### src/rtl/enc_pkg.sv
// Shared types and mode constants for the sequential priority encoder.
package enc_pkg;
   typedef enum logic {ENC_IDLE, ENC_EMIT} enc_state_e;
   localparam int MODE_SINGLE = 0;
   localparam int MODE_ENUM   = 1;
endpackage

### src/rtl/prio_index.sv
// Combinational priority finder: index of the winning set bit of vec.
// idx is 0 when vec is all-zero; found flags a non-empty vector.
module prio_index #(
   parameter  int N         = 8,
   parameter  int LSB_FIRST = 0,
   localparam int W         = $clog2(N)
) (
   input  logic [N-1:0] vec,
   output logic [W-1:0] idx,
   output logic         found
);

   always_comb begin
      idx   = '0;
      found = |vec;
      // Scan toward the winning end so the last hit is the highest-priority bit.
      for (int i = 0; i < N; i++) begin
         if (LSB_FIRST != 0) begin
            if (vec[N-1-i]) idx = W'(N - 1 - i);
         end else begin
            if (vec[i]) idx = W'(i);
         end
      end
   end

endmodule

### src/rtl/priority_encoder_seq.sv
// Sequential priority encoder: takes a request vector over valid/ready and emits
// either the winning index (single mode) or every set index in priority order.
module priority_encoder_seq
   import enc_pkg::*;
#(
   parameter  int N         = 8,
   parameter  int LSB_FIRST = 0,
   parameter  int MODE      = MODE_SINGLE,
   localparam int W         = $clog2(N)
) (
   input  logic         clk,
   input  logic         rst_n,
   input  logic         en,
   input  logic         in_valid,
   output logic         in_ready,
   input  logic [N-1:0] a,
   output logic         out_valid,
   input  logic         out_ready,
   output logic [W-1:0] y,
   output logic         out_last,
   output logic         out_multi,
   output logic         out_zero
);

   enc_state_e   state_q, state_d;
   logic [N-1:0] pending_q, pending_d;
   logic         multi_q, multi_d;
   logic         zero_q, zero_d;

   logic [W-1:0] idx;
   logic         found;
   logic         one_left;
   logic [N-1:0] clr_mask;

   prio_index #(.N(N), .LSB_FIRST(LSB_FIRST)) u_prio (
      .vec   (pending_q),
      .idx   (idx),
      .found (found)
   );

   assign one_left = found && ((pending_q & (pending_q - N'(1))) == '0);
   assign clr_mask = N'(1) << idx;

   always_comb begin
      state_d   = state_q;
      pending_d = pending_q;
      multi_d   = multi_q;
      zero_d    = zero_q;
      in_ready  = en && (state_q == ENC_IDLE);
      out_valid = (state_q == ENC_EMIT);
      y         = (out_valid && found) ? idx : '0;
      out_last  = out_valid && (zero_q || (MODE == MODE_SINGLE) || one_left);
      out_multi = out_valid && multi_q;
      out_zero  = out_valid && zero_q;
      case (state_q)
         ENC_IDLE: begin
            if (in_valid && in_ready) begin
               pending_d = a;
               multi_d   = ((a & (a - N'(1))) != '0);
               zero_d    = (a == '0);
               state_d   = ENC_EMIT;
            end
         end
         ENC_EMIT: begin
            // Last transfer returns to IDLE; acceptance reopens one cycle later.
            if (out_ready) begin
               pending_d = pending_q & ~clr_mask;
               if (out_last) state_d = ENC_IDLE;
            end
         end
         default: state_d = ENC_IDLE;
      endcase
   end

   always_ff @(posedge clk or negedge rst_n) begin
      if (!rst_n) begin
         state_q   <= ENC_IDLE;
         pending_q <= '0;
         multi_q   <= 1'b0;
         zero_q    <= 1'b0;
      end else begin
         state_q   <= state_d;
         pending_q <= pending_d;
         multi_q   <= multi_d;
         zero_q    <= zero_d;
      end
   end

endmodule

### config.mk
export PLATFORM = sky130hd
export DESIGN_NAME = priority_encoder_seq
export DESIGN_NICKNAME = d
export VERILOG_FILES = /design/src/rtl/enc_pkg.sv /design/src/rtl/prio_index.sv /design/src/rtl/priority_encoder_seq.sv
export SDC_FILE = /design/constraint.sdc
export NUM_CORES = 1
export LEC_CHECK = 0
export ABC_CLOCK_PERIOD_IN_PS = 2000
export CORE_UTILIZATION = 45
export DETAILED_ROUTE_END_ITERATION = 10
export PLACE_DENSITY = 0.88
export SYNTH_ARGS = -nofsm -noshare
export SYNTH_HDL_FRONTEND = slang
export SYNTH_HIERARCHICAL = 1
export SYNTH_SLANG_ARGS = --single-unit
### constraint.sdc
create_clock -name clk -period 2 [get_ports clk]
set_input_delay 0.4 -clock clk [delete_from_list [all_inputs] [get_ports clk]]
set_output_delay 0.4 -clock clk [all_outputs]
set_load 0.005 [all_outputs]
; ---- Word-level counts from Yosys, hierarchy flattened
; Cells that the tools add are included.
[word_totals]
register_bits = 11
latch_bits = 0
output_inout_bits = 8
romBits = 0
mem_bits_rw = 0
word_cells = 36
n_memories = 0
[classes]
n_div = 0
n_mux = 14
multipliers = 0
n_reduce_logical = 10
bitwise = 4
order_cmp = 0
n_shift = 1
n_eq_ne = 2
n_addsub = 1
[ops]
columns = operator, count
row1 = AND 8 bit, 2
row2 = two-way mux 8 bit, 2
row3 = one-hot mux 8 bit (2 select lines), 1
row4 = two-way mux 3 bit, 5
row5 = logical NOT 8 bit, 1
row6 = inverter 8 bit, 1
row7 = nonzero test 8 bit, 1
row8 = OR reduction 8 bit, 1
row9 = << shifter 1 x 3 -> 8 bit (first input constant), 1
row10 = subtractor 8 x 1 -> 8 bit (second input constant), 1
row11 = logical AND 1 bit, 5
row12 = two-way mux 2 bit, 2
row13 = AND reduction 2 bit, 2
row14 = two-way mux 1 bit, 3
row15 = inequality test 2 x 1 -> 1 bit (second input constant), 1
row16 = inequality test 2 bit (second input constant), 1
row17 = one-hot mux 1 bit (2 select lines), 1
row18 = inverter 1 bit, 1

; ---- Logic depth before layout (Yosys ltp)
[depth]
ltp_word = 12
mapped_depth = 7
ltp_nobuf = 7

; ---- By module
; Netlist, hierarchy kept.
[by_module_without_submodules]
columns = mod, cells_per_inst, n_inst, area_each_um2
row1 = priority_encoder_seq, 68, 1, 640.6
row2 = prio_index, 12, 1, 66.3

; ---- Worst setup path after synthesis
; No wires, ideal clock.
[synth_path]
path_kind = register to register
from = reg pending_q[4]
to = reg pending_q[2]
arrival_time_ps = 1375
period_less_slack_ps = 1498
stages_incl_launch_ff = 6
required_ps = 1877
slack_ps = 502
path_cell_list = dfrtp_1 > o31ai_1 > inv_1 > o31a_1 > o21ai_0 > nand2_1
[synth_via]
elab_chain_cells = 9
[synth_rtl]
columns = element, line
row1 = start: declaration, priority_encoder_seq.sv:26  ; logic [N-1:0] pending_q, pending_d;
row2 = start signal: assignment, priority_encoder_seq.sv:83  ; pending_q <= pending_d;
row3 = two-way mux 3 bit (4 in series), prio_index.sv:21  ; if (vec[i]) idx = W'(i);
row4 = named net idx[1], priority_encoder_seq.sv:30  ; logic [W-1:0] idx;
row5 = << shifter 1 x 3 -> 8 bit, priority_encoder_seq.sv:42  ; assign clr_mask = N'(1) << idx;
row6 = inverter 8 bit, priority_encoder_seq.sv:67  ; pending_d = pending_q & ~clr_mask;
row7 = AND 8 bit, priority_encoder_seq.sv:67
row8 = two-way mux 8 bit, priority_encoder_seq.sv:66  ; if (out_ready) begin
row9 = one-hot mux 8 bit (2 select lines), priority_encoder_seq.sv:55  ; case (state_q)
; The timed path passes the listed nets, and every way through them passes these cells. The select of a mux whose other input is x is not followed.
; A chain may end at the register's enable or synchronous reset.

; ---- Worst setup path after layout
[layout_path]
from = reg pending_q[4]
to = out y[1]
[layout_via]
elab_chain_cells = 5
word_cells_on_any_way = 7
[layout_rtl]
columns = element, line
row1 = two-way mux 3 bit (4 in series), prio_index.sv:21
row2 = named net idx[1], priority_encoder_seq.sv:30
row3 = two-way mux 3 bit, priority_encoder_seq.sv:51  ; y = (out_valid && found) ? idx : '0;
row4 = end: declaration, priority_encoder_seq.sv:19  ; output logic [W-1:0] y,
; The timed path passes the listed nets, and every way through them passes these cells.

==> summary.md <==
| Metric | Value |
|---|---|
| TritonCTS buffer count | `3` |
| Dominant synthesized flop cell | `sky130_fd_sc_hd__dfrtp_1` |
| Grt total ovfl | `0` |
| Antenna Nets Post-Route | `0` |
| Post-synthesis share of cell area spent on xor and xnor gates | `0%` |
| Compound-cell area share of the yosys netlist | `29.91%` |
| Global-route wire length before repair | `3249 um` |
| Cell area power density | `832.5 nW/um^2` |
| Maximum cell stage delay along the critical path | `0.49 ns` |
| Quantity of I/O buffers inserted on ports | `20` |
| Net load switching power | `323.1 uW` |
| Portion of the post-synthesis area used by sequential elements | `38.94%` |
| Internal power consumption | `559.1 uW` |
| Synthesis-to-layout area growth | `49.91%` |
| Antenna violations before repair | `0` |
| Post-synthesis area per instance | `8.837 um^2` |
| Die boundary width | `41.64 um` |
| Critical path capture point type | `primary output` |
| Multiplexer fraction of the synthesized cell area | `1.593%` |
| Type of element launching the critical path | `flop` |
| Setup-failing EPs final | `1` |
| Final GP Congestion | `0.8239` |
| Worst IR drop on VDD | `0.4785 mV` |
| Hold violation count in the final report | `0` |
| Beginning of the worst register-to-register path | `pending_q[4]$_DFFE_PN0P_` |
| Combinational share of power | `46.0%` |
| Outcome | `finished, violations left` |
| Critical setup path kind | `flop to primary output` |
| Switching Fraction | `36.63%` |
| Post-DP HPWL | `1421 um` |
| Routed vias/inst | `5.929` |
| Leakage power summed over all cells | `0.4765 nW` |
| Unrepaired setup endpoints after global routing | `true` |
| Number of clock sinks | `11` |
| CP max stage cell | `sky130_fd_sc_hd__clkdlybuf4s50_1` |
| Cell chain of the critical path | `o31ai_4, and3_4, clkdlybuf4s50_1` |
| Max-slew headroom at the worst pin | `67.87%` |
| Slew Limit Fails | `0` |
| PnR worst setup slack | `-0.08699 ns` |
| Highest net fanout along the worst path | `4` |
| Final clock period utilization by the worst path | `104.3%` |
| Worst hold-check slack | `0.4488 ns` |
| Die footprint | `1733 um^2` |
| Number of flops mapped to enable cells by yosys | `0` |
| Post-layout net count | `126` |
| Number of global-route vias before repair | `725` |
| Fin Setup TNS | `-0.08699 ns` |
| Simple-gate portion of the synthesized area | `22.12%` |
| Combined area of all synthesized cells | `706.9 um^2` |
| Worst-Skew Late Latency | `0.27 ns` |
| Required @ worst endpoint | `1.60 ns` |
| Cell accounting for the most synthesized area | `sky130_fd_sc_hd__dfrtp_1` |
| Number of DRC markers after the initial detailed-route iteration | `17` |
| Kind of cell adding the most delay to the critical path | `buffers and inverters` |
| Placement-stage worst setup slack | `-0.02613 ns` |
| Ranking of synthesized cells by area | `sky130_fd_sc_hd__dfrtp_1 (39%), sky130_fd_sc_hd__a22o_1 (7.4%), sky130_fd_sc_hd__o21ai_0 (6.4%)` |
| WP data arrival | `1.69 ns` |
| R2R Setup Slk | `0.26 ns` |
| Buffer cell driving the clock tree root | `sky130_fd_sc_hd__clkbuf_4` |
| Largest family of logic cells by synthesized area | `compound AO/OA/AOI/OAI gates` |
| Number of standard-cell rows in the floorplan | `13` |
| Synth Area in Adders | `1.416%` |
| Area share of the leading cell type in the synthesized netlist | `38.94%` |
| Clock tree from TritonCTS | `built` |
| Sequential group share of total power | `36.6%` |
| Routed length per placed instance | `15.72 um` |
| Post-synth ARST share | `100.0%` |
| Total wirelength of the detailed-routed design | `1996 um` |
| Number of I/O pins | `21` |
| Drt pass-1 iters | `4` |
| Filler Cell Count | `95` |
| Cell types with the highest counts after synthesis | `sky130_fd_sc_hd__dfrtp_1 (11), sky130_fd_sc_hd__nand2_1 (11), sky130_fd_sc_hd__o21ai_0 (9)` |
| Critical path origin | `pending_q[4]$_DFFE_PN0P_` |
| Max-capacitance violation count | `0` |
| Die Y-Extent | `41.64 um` |
| Core Region | `1383 um^2` |
| Total via count in the routed design | `753` |
| Timing-limited maximum frequency | `479.2 MHz` |
| Cell Count Post-Placement | `119` |
| Shortest clock period the worst path allows after layout | `2.087 ns` |
| Violations in the final reports | `negative setup slack` |
| Area after detailed placement | `958.4 um^2` |
| Clock slew at the register clock pins of the worst setup and hold paths | `0.07 ns` |
| Depth of the CTS H-tree | `1` |
| Total global-route track usage | `25.05%` |
| Path type of the worst min-delay path | `input port to asynchronous set/reset pin` |
| Cells after synthesis | `80` |
| Initial cell density of the core | `51.13%` |
| Clk_skew | `0.007025 ns` |
| Antenna diode instance count | `0` |
| DRC | `0` |
| Buffer depth of the longest clock path | `2` |
| Area of all placed cells without fillers | `1060 um^2` |
| Quantity of hold-fixing buffers added after cts | `0` |
| Yosys warning total | `6` |
| Synth Net Count | `93` |
| Flip-flop and latch count after synthesis | `11` |
| Non-filler instance count after layout | `127` |
| Share of total power in the clock network | `17.4%` |
| Count of unique library cells instantiated by Yosys | `32` |
| Fraction of final layout cells sized beyond drive strength 1 | `29.46%` |
| Slew @ Worst Pin | `0.4804 ns` |
| Pin count of the biggest net entering global routing | `15` |
| Buffers & Inverters on Critical Path | `1` |
[registers in the layout, indices dropped and copies added, names as in the netlist]
signal / flops
multi_q: 1
out_last: 1
pending_q: 8
zero_q: 1
[cell families after synthesis]
kind of cell,after synthesis
simple gates,30
compound gates,29
flops,11
buf+inv,8
mux,1
fa+ha+maj,1
[what timing repair did]
| action | CTS | global route |
|---|---|---|
| pin swaps | 3 | 4 |
| resized for setup | 8 | 9 |
| setup endpoints to repair | 3 | 3 |
| setup buffers | 2 | 2 |
[cells in the final DEF, fill, tap and decap left out, types with 2 or more instances in the layout]
cell type,n
sky130_fd_sc_hd__a22o_1,6
sky130_fd_sc_hd__o21ai_0,9
sky130_fd_sc_hd__nor2_1,2
sky130_fd_sc_hd__nor2_2,2
sky130_fd_sc_hd__and2_1,2
sky130_fd_sc_hd__inv_1,3
sky130_fd_sc_hd__nand2_1,10
sky130_fd_sc_hd__dfrtp_1,7
sky130_fd_sc_hd__dfrtp_2,4
sky130_fd_sc_hd__clkdlybuf4s50_1,18
sky130_fd_sc_hd__clkbuf_4,3
sky130_fd_sc_hd__a21oi_1,3
sky130_fd_sc_hd__nand2b_1,2
sky130_fd_sc_hd__and3_1,2
sky130_fd_sc_hd__a21o_1,2
sky130_fd_sc_hd__o31ai_4,2
sky130_fd_sc_hd__buf_4,12
[per-stage QoR]
stage          util, %  total power [mW]
2_1_floorplan        -            0.4871
3_3_place_gp     69.32            0.6260
3_5_place_dp     69.32            0.6400
4_1_cts          73.67            0.8245
5_1_grt          76.65            0.9431
6_report         76.65            0.8823
[final cells by class]
type	count	area, um^2	area share, %
clock buffers	4	26.28	2.479
flip-flops and latches	11	280.3	26.45
multi-input cells	61	431.7	40.73
well taps	15	18.77	1.771
repair buffers	32	287.8	27.15
inverters	4	15.01	1.417
[worst paths after layout]
kind,endpoint,depth (start not counted)
worst max-delay path,y[1],3
worst min-delay path,zero_q$_DFFE_PN0P_,1
worst max register to register,pending_q[3]$_DFFE_PN0P_,8
worst min register to register,pending_q[0]$_DFFE_PN0P_,1
max in group asynchronous,out_last$_DFF_PN0_,1
min in group clk,pending_q[0]$_DFFE_PN0P_,1
[metal layers]
layer | GRT usage, % | up-vias | share of wire, %
li1 | - | 357 | -
met4 | 5.806 | 0 | 1.8
met2 | 39.38 | 32 | 47
met5 | 0 | - | 0
met1 | 32.59 | 360 | 45
met3 | 9.565 | 4 | 6.6
[power groups by stage]
| stage | Sequential (mW) | Clock (mW) | Combinational, mW |
|---|---|---|---|
| floorplan | 0.299 | 0 | 0.188 |
| global placement | 0.309 | 0 | 0.317 |
| detailed placement | 0.313 | 0 | 0.327 |
| CTS | 0.317 | 0.152 | 0.356 |
| global route | 0.329 | 0.170 | 0.445 |
| finish | 0.323 | 0.153 | 0.406 |
No activity file was read; power rests on OpenSTA's default activity.
